`src/rtl/logical_tile_io_bank_cfg_pkg.sv`:
```
// Shared definitions for the embedded IO bank: per-channel mode encodings.
package io_bank_pkg;

    localparam int IO_MODE_W = 2;

    typedef enum logic [IO_MODE_W-1:0] {
        IO_MODE_DISABLED = 2'b00,
        IO_MODE_INPUT    = 2'b01,
        IO_MODE_OUTPUT   = 2'b10,
        IO_MODE_OUT_INV  = 2'b11
    } io_mode_e;

endpackage

```
`src/rtl/logical_tile_io_bank_cfg_if.sv`:
```
// Serial configuration chain bundle: shift/load controls in, tail and status out.
interface logical_tile_io_bank_cfg_if;

    logic ccff_head;
    logic ccff_shift_en;
    logic ccff_load;
    logic ccff_tail;
    logic cfg_valid;
    logic cfg_err;

    modport master (
        output ccff_head, ccff_shift_en, ccff_load,
        input  ccff_tail, cfg_valid, cfg_err
    );

    modport slave (
        input  ccff_head, ccff_shift_en, ccff_load,
        output ccff_tail, cfg_valid, cfg_err
    );

endinterface

```
`src/rtl/logical_tile_io_bank_cfg_chan.sv`:
```
// One pad channel: mode decode plus isolation override, purely combinational.
module io_bank_chan
    import io_bank_pkg::*;
(
    input  io_mode_e mode,
    input  logic     isol_n,
    input  logic     pad_in,
    input  logic     outpad,
    output logic     dir,
    output logic     pad_out,
    output logic     inpad
);

    always_comb begin
        dir     = 1'b1;
        pad_out = 1'b0;
        inpad   = 1'b0;
        if (isol_n) begin
            case (mode)
                IO_MODE_INPUT:   inpad = pad_in;
                IO_MODE_OUTPUT:  begin dir = 1'b0; pad_out = outpad;  end
                IO_MODE_OUT_INV: begin dir = 1'b0; pad_out = ~outpad; end
                default:         ;
            endcase
        end
    end

endmodule

```
`src/rtl/logical_tile_io_bank_cfg.sv`:
```
// IO bank tile: shadowed config chain with length-checked commit driving NUM_IO pad channels.
module logical_tile_io_bank_cfg
    import io_bank_pkg::*;
#(
    parameter int NUM_IO = 4
) (
    input  logic              prog_clk,
    input  logic              pReset,
    input  logic              IO_ISOL_N,
    input  logic [NUM_IO-1:0] gfpga_pad_EMBEDDED_IO_HD_SOC_IN,
    output logic [NUM_IO-1:0] gfpga_pad_EMBEDDED_IO_HD_SOC_OUT,
    output logic [NUM_IO-1:0] gfpga_pad_EMBEDDED_IO_HD_SOC_DIR,
    input  logic [NUM_IO-1:0] io_outpad,
    output logic [NUM_IO-1:0] io_inpad,
    logical_tile_io_bank_cfg_if.slave ccff
);

    localparam int CHAIN_LEN = 2 * NUM_IO;
    localparam int CNT_W     = $clog2(CHAIN_LEN + 2);
    localparam logic [CNT_W-1:0] CNT_FULL = CNT_W'(CHAIN_LEN);
    localparam logic [CNT_W-1:0] CNT_SAT  = CNT_W'(CHAIN_LEN + 1);

    logic [CHAIN_LEN-1:0] chain_q, chain_d;
    logic [CHAIN_LEN-1:0] active_q, active_d;
    logic [CNT_W-1:0]     cnt_q, cnt_d;
    logic                 valid_q, valid_d;
    logic                 err_q, err_d;

    // Load takes priority and sees the pre-shift chain; a coincident shift is dropped.
    always_comb begin
        chain_d  = chain_q;
        active_d = active_q;
        cnt_d    = cnt_q;
        valid_d  = valid_q;
        err_d    = err_q;
        if (ccff.ccff_load) begin
            cnt_d = '0;
            if (cnt_q == CNT_FULL) begin
                active_d = chain_q;
                valid_d  = 1'b1;
                err_d    = 1'b0;
            end else begin
                err_d = 1'b1;
            end
        end else if (ccff.ccff_shift_en) begin
            chain_d = {chain_q[CHAIN_LEN-2:0], ccff.ccff_head};
            if (cnt_q != CNT_SAT) cnt_d = cnt_q + 1'b1;
        end
    end

    always_ff @(posedge prog_clk or posedge pReset) begin
        if (pReset) begin
            chain_q  <= '0;
            active_q <= '0;
            cnt_q    <= '0;
            valid_q  <= 1'b0;
            err_q    <= 1'b0;
        end else begin
            chain_q  <= chain_d;
            active_q <= active_d;
            cnt_q    <= cnt_d;
            valid_q  <= valid_d;
            err_q    <= err_d;
        end
    end

    assign ccff.ccff_tail = chain_q[CHAIN_LEN-1];
    assign ccff.cfg_valid = valid_q;
    assign ccff.cfg_err   = err_q;

    for (genvar i = 0; i < NUM_IO; i++) begin : g_chan
        io_bank_chan u_chan (
            .mode    (io_mode_e'(active_q[IO_MODE_W*i +: IO_MODE_W])),
            .isol_n  (IO_ISOL_N),
            .pad_in  (gfpga_pad_EMBEDDED_IO_HD_SOC_IN[i]),
            .outpad  (io_outpad[i]),
            .dir     (gfpga_pad_EMBEDDED_IO_HD_SOC_DIR[i]),
            .pad_out (gfpga_pad_EMBEDDED_IO_HD_SOC_OUT[i]),
            .inpad   (io_inpad[i])
        );
    end

endmodule

```
`src/flat_wrapper.sv`:
```
// flat-port wrapper written by rule: the top's interface ports become plain ports
module logical_tile_io_bank_cfg_flat import io_bank_pkg::*;
#(
    parameter int NUM_IO = 4
)
  (prog_clk, pReset, IO_ISOL_N, gfpga_pad_EMBEDDED_IO_HD_SOC_IN, gfpga_pad_EMBEDDED_IO_HD_SOC_OUT, gfpga_pad_EMBEDDED_IO_HD_SOC_DIR, io_outpad, io_inpad, ccff_ccff_head, ccff_ccff_shift_en, ccff_ccff_load, ccff_ccff_tail, ccff_cfg_valid, ccff_cfg_err);
  logical_tile_io_bank_cfg_if ccff_i ();
  input  logic prog_clk;
  input  logic pReset;
  input  logic IO_ISOL_N;
  input  logic [NUM_IO-1:0] gfpga_pad_EMBEDDED_IO_HD_SOC_IN;
  output logic [NUM_IO-1:0] gfpga_pad_EMBEDDED_IO_HD_SOC_OUT;
  output logic [NUM_IO-1:0] gfpga_pad_EMBEDDED_IO_HD_SOC_DIR;
  input  logic [NUM_IO-1:0] io_outpad;
  output logic [NUM_IO-1:0] io_inpad;
  input wire logic [$bits(ccff_i.ccff_head)-1:0] ccff_ccff_head;
  input wire logic [$bits(ccff_i.ccff_shift_en)-1:0] ccff_ccff_shift_en;
  input wire logic [$bits(ccff_i.ccff_load)-1:0] ccff_ccff_load;
  output wire logic [$bits(ccff_i.ccff_tail)-1:0] ccff_ccff_tail;
  output wire logic [$bits(ccff_i.cfg_valid)-1:0] ccff_cfg_valid;
  output wire logic [$bits(ccff_i.cfg_err)-1:0] ccff_cfg_err;
  assign ccff_i.ccff_head = ccff_ccff_head;
  assign ccff_i.ccff_shift_en = ccff_ccff_shift_en;
  assign ccff_i.ccff_load = ccff_ccff_load;
  assign ccff_ccff_tail = ccff_i.ccff_tail;
  assign ccff_cfg_valid = ccff_i.cfg_valid;
  assign ccff_cfg_err = ccff_i.cfg_err;
  logical_tile_io_bank_cfg #(.NUM_IO(NUM_IO)) u_core (.prog_clk(prog_clk), .pReset(pReset), .IO_ISOL_N(IO_ISOL_N), .gfpga_pad_EMBEDDED_IO_HD_SOC_IN(gfpga_pad_EMBEDDED_IO_HD_SOC_IN), .gfpga_pad_EMBEDDED_IO_HD_SOC_OUT(gfpga_pad_EMBEDDED_IO_HD_SOC_OUT), .gfpga_pad_EMBEDDED_IO_HD_SOC_DIR(gfpga_pad_EMBEDDED_IO_HD_SOC_DIR), .io_outpad(io_outpad), .io_inpad(io_inpad), .ccff(ccff_i));
endmodule
```
`config.mk`:
```
export PLATFORM = sky130hd
export DESIGN_NAME = logical_tile_io_bank_cfg_flat
export DESIGN_NICKNAME = d
export VERILOG_FILES = /design/src/rtl/logical_tile_io_bank_cfg_pkg.sv /design/src/rtl/logical_tile_io_bank_cfg_if.sv /design/src/rtl/logical_tile_io_bank_cfg_chan.sv /design/src/rtl/logical_tile_io_bank_cfg.sv /design/src/flat_wrapper.sv
export SDC_FILE = /design/constraint.sdc
export NUM_CORES = 1
export LEC_CHECK = 0
export CELL_PAD_IN_SITES_DETAIL_PLACEMENT = 1
export CELL_PAD_IN_SITES_GLOBAL_PLACEMENT = 1
export CORE_AREA = 4 4 58 60
export DETAILED_ROUTE_END_ITERATION = 16
export DIE_AREA = 0 0 62 64
export DONT_BUFFER_PORTS = 1
export GPL_ROUTABILITY_DRIVEN = 0
export PLACE_DENSITY_LB_ADDON = 0.1
export SETUP_SLACK_MARGIN = 0.05
export SYNTH_ARGS = -nofsm -noshare
export SYNTH_HDL_FRONTEND = slang
export SYNTH_SLANG_ARGS = --single-unit
```
`constraint.sdc`:
```
create_clock -name prog_clk -period 1.3 [get_ports prog_clk]
set_clock_uncertainty 0.05 [all_clocks]
set_input_delay 0.39 -clock prog_clk [delete_from_list [all_inputs] [get_ports prog_clk]]
set_output_delay 0.39 -clock prog_clk [all_outputs]
set_load 0.02 [all_outputs]
```
==> metrics.cfg <==
[synthesis]
ys.flop_type = dfrtp_1
synth_area_um2 = 1140
synth_seq_area_share_pct = 48.4
ys_ff_latch = 22
yosys_warnings = 0
synth_edf_count = 0
synth_cell_type_count = 20
async_flop_share_pct = 100
syn_nets = 128
synth.avg_cell_area_um2 = 10.3
synth_cells = 111

[timing]
hold_viol = 0
setup_viol = 18
drv_slew = 0
fmax_ghz = 0.654
slew_headroom_pct = 63.2
postLayoutSetupSlackWorst_ns = -0.229
fin_crit_sh_pct = 118
rsz0062_at_grt = true
period_minus_slack_ns = 1.53
worst_pin_slew_ns = 0.551

[drt]
dr_total_vias = 775
drtIter0Drc = 7
ant_nets = 0
routed_wl_um = 2350
first_pass_iters = 4
viasPerCell = 5.00
drc = 0
wl_per_cell_um = 15.1

[worst_setup_path]
end_kind = output pin
required_ns = 0.86
cp.arrival_ns = 1.09
worstPathMaxFanout = 3
r2r_cells = 5
crit_type = reg2out
start_kind = flip-flop

[run_status]
status = complete, but fails checks
violations = setup timing

[min_path]
hold_path_depth = 1
hold_class = in2reg

[placed_design]
hpwl_um = 1680
place_ws_ns = -0.0692
io_buffer_count = 0
dp_cells = 143

[cells_and_area]
fillCellCount = 326
multiInputGateArea_um2 = 554
seqCellArea_um2 = 554
final_nets = 141
layout-drive-gt1-share_pct = 43.4
n_antenna_cell = 0
area_growth_pct = 22.1
final_cells = 155

[pwr]
p_leak_nw = 0.718
ir_drop_v = 0.000449
power.density_nw_per_um2 = 909

[clock_tree]
clkSinkCount = 22
clock_latency_ns = 0.30
htree_levels = 1
cts_tree = yes
numCtsBuffers = 3
cts_root_buf = clkbuf_4
cts_buffer_depth = 2
clk_pin_slew_ns = 0.12

[global_route]
grt_overflow = 0
grt_pass1_wl_um = 4080
grtUsageTotal_pct = 13.7
grt_pass1_vias = 893
grt_max_degree = 15
antenna_found_initial = 0

[floorplanning]
fp.dieH_um = 64
core.rowCount = 20
core_area_um2 = 2930
io_pins = 29
dieArea_um2 = 3970
die_w_um = 62
start_util_pct = 38.9

[job]
max_cap_viol_count = 0

-- sequential cells by signal, summed over array words and instances (netlist names) --
register	flops
u_core.chain_q	8
u_core.active_q	8
u_core.cnt_q	4
u_core.ccff.cfg_valid	1
u_core.ccff.cfg_err	1
-- cells in the mapped netlist (2+ instances only) --
cell      count  area, µm²
and4b_1       4       40.0
buf_4        13       97.6
clkbuf_2      2       10.0
dfrtp_1      22        551
ha_1          3       37.5
inv_1         3       11.3
mux2_2        8       90.1
nand2_1      31        116
nand2b_1      4       25.0
nor2_1        7       26.3
o21a_1        2       15.0
xnor2_1       4       35.0
-- worst max-delay path: stages (launching register included) --
cell,delay (ns)
dfrtp_1,0.42
xnor2_1,0.13
nor2_1,0.09
buf_4,0.15
-- routing by layer --
| layer | track usage (%) | share of wire (%) | up-vias | routed length [µm] |
|---|---|---|---|---|
| met3 | 2.63 | 5.2 | 2 | 121 |
| met5 | 0 | 0 | - | 0 |
| met1 | 16.9 | 41 | 383 | 958 |
| met2 | 22.9 | 53 | 15 | 1250 |
| li1 | - | - | 375 | - |
| met4 | 5.04 | 0.60 | 0 | 14 |
-- cells in the final DEF, fill, tap and decap left out, drive strengths merged, types with 2 or more instances in the layout --
master | netlist | routed
nand2 | 31 | 31
dfrtp | 22 | 22
and4b | 4 | 4
o21a | 2 | 2
nand2b | 4 | 4
nand4b | 1 | 2
ha | 3 | 3
inv | 3 | 3
clkbuf | 2 | 3
mux2 | 9 | 9
buf | 13 | 21
nor2 | 7 | 7
xnor2 | 4 | 4
-- timing repair --
item,CTS,global route
setup endpoints to repair,26,26
hold buffers,1,0
resized for setup,24,5
endpoints found under the hold margin,8,0
setup buffers,6,1
pin swaps,11,6
gates cloned,1,0
-- kinds of logic (layout without fill, tap and decap cells) --
family / Yosys count / in the layout / share of synthesized area [%]
AND/OR/NAND/NOR: 50 / 51 / 22.2
flip-flops: 22 / 22 / 48.4
buffers and inverters: 18 / 28 / 10.4
multiplexers: 10 / 10 / 10.1
XOR/XNOR: 5 / 5 / 3.85
adder cells (fa/ha/maj): 3 / 3 / 3.30
AO/OA/AOI/OAI: 3 / 3 / 1.76
-- area by class of cell --
class	count	share of cell area (%)
inverters	3	0.810
clock buffers	3	1.62
flip-flops and latches	22	39.9
repair buffers	22	14.9
well taps	33	2.97
multi-input cells	72	39.9
-- worst paths after layout --
path	start	end	slack [ns]
max	u_core.active_q[6]$_DFFE_PP0P_	gfpga_pad_EMBEDDED_IO_HD_SOC_OUT[3]	-0.23
min	ccff_ccff_load	u_core.cnt_q[2]$_DFFE_PP0P_	0.08
max reg2reg	u_core.cnt_q[1]$_DFFE_PP0P_	u_core.cnt_q[0]$_DFFE_PP0P_	-0.06
min reg2reg	u_core.chain_q[2]$_DFFE_PP0P_	u_core.chain_q[3]$_DFFE_PP0P_	0.46
max in group asynchronous	pReset	u_core.chain_q[7]$_DFFE_PP0P_	0.33
min in group asynchronous	pReset	u_core.cnt_q[2]$_DFFE_PP0P_	0.46
-- metrics by stage --
step                      total power [mW]  hold WS, ns  area, µm²  setup TNS [ns]  utilization, %
after floorplan                      0.885        0.329       1140        -0.00485               -
after global placement               0.928        0.231       1190         -0.0883            40.7
after detailed placement             0.934        0.241       1190          -0.570            40.7
after CTS                             1.28       0.0686       1370           -2.59            46.7
after global routing                  1.35       0.0515       1390           -3.55            47.5
final                                 1.26       0.0807       1390           -2.15            47.5
-- where the power goes --
| part | switching, mW | total (mW) | internal [mW] | leakage, nW |
|---|---|---|---|---|
| clock | 0.193 | 0.301 | 0.108 | 0.0138 |
| sequential | 0.0547 | 0.793 | 0.738 | 0.291 |
| combinational | 0.0827 | 0.169 | 0.0868 | 0.413 |
| total | 0.331 | 1.26 | 0.933 | 0.718 |
No activity file was read; power rests on OpenSTA's default activity.
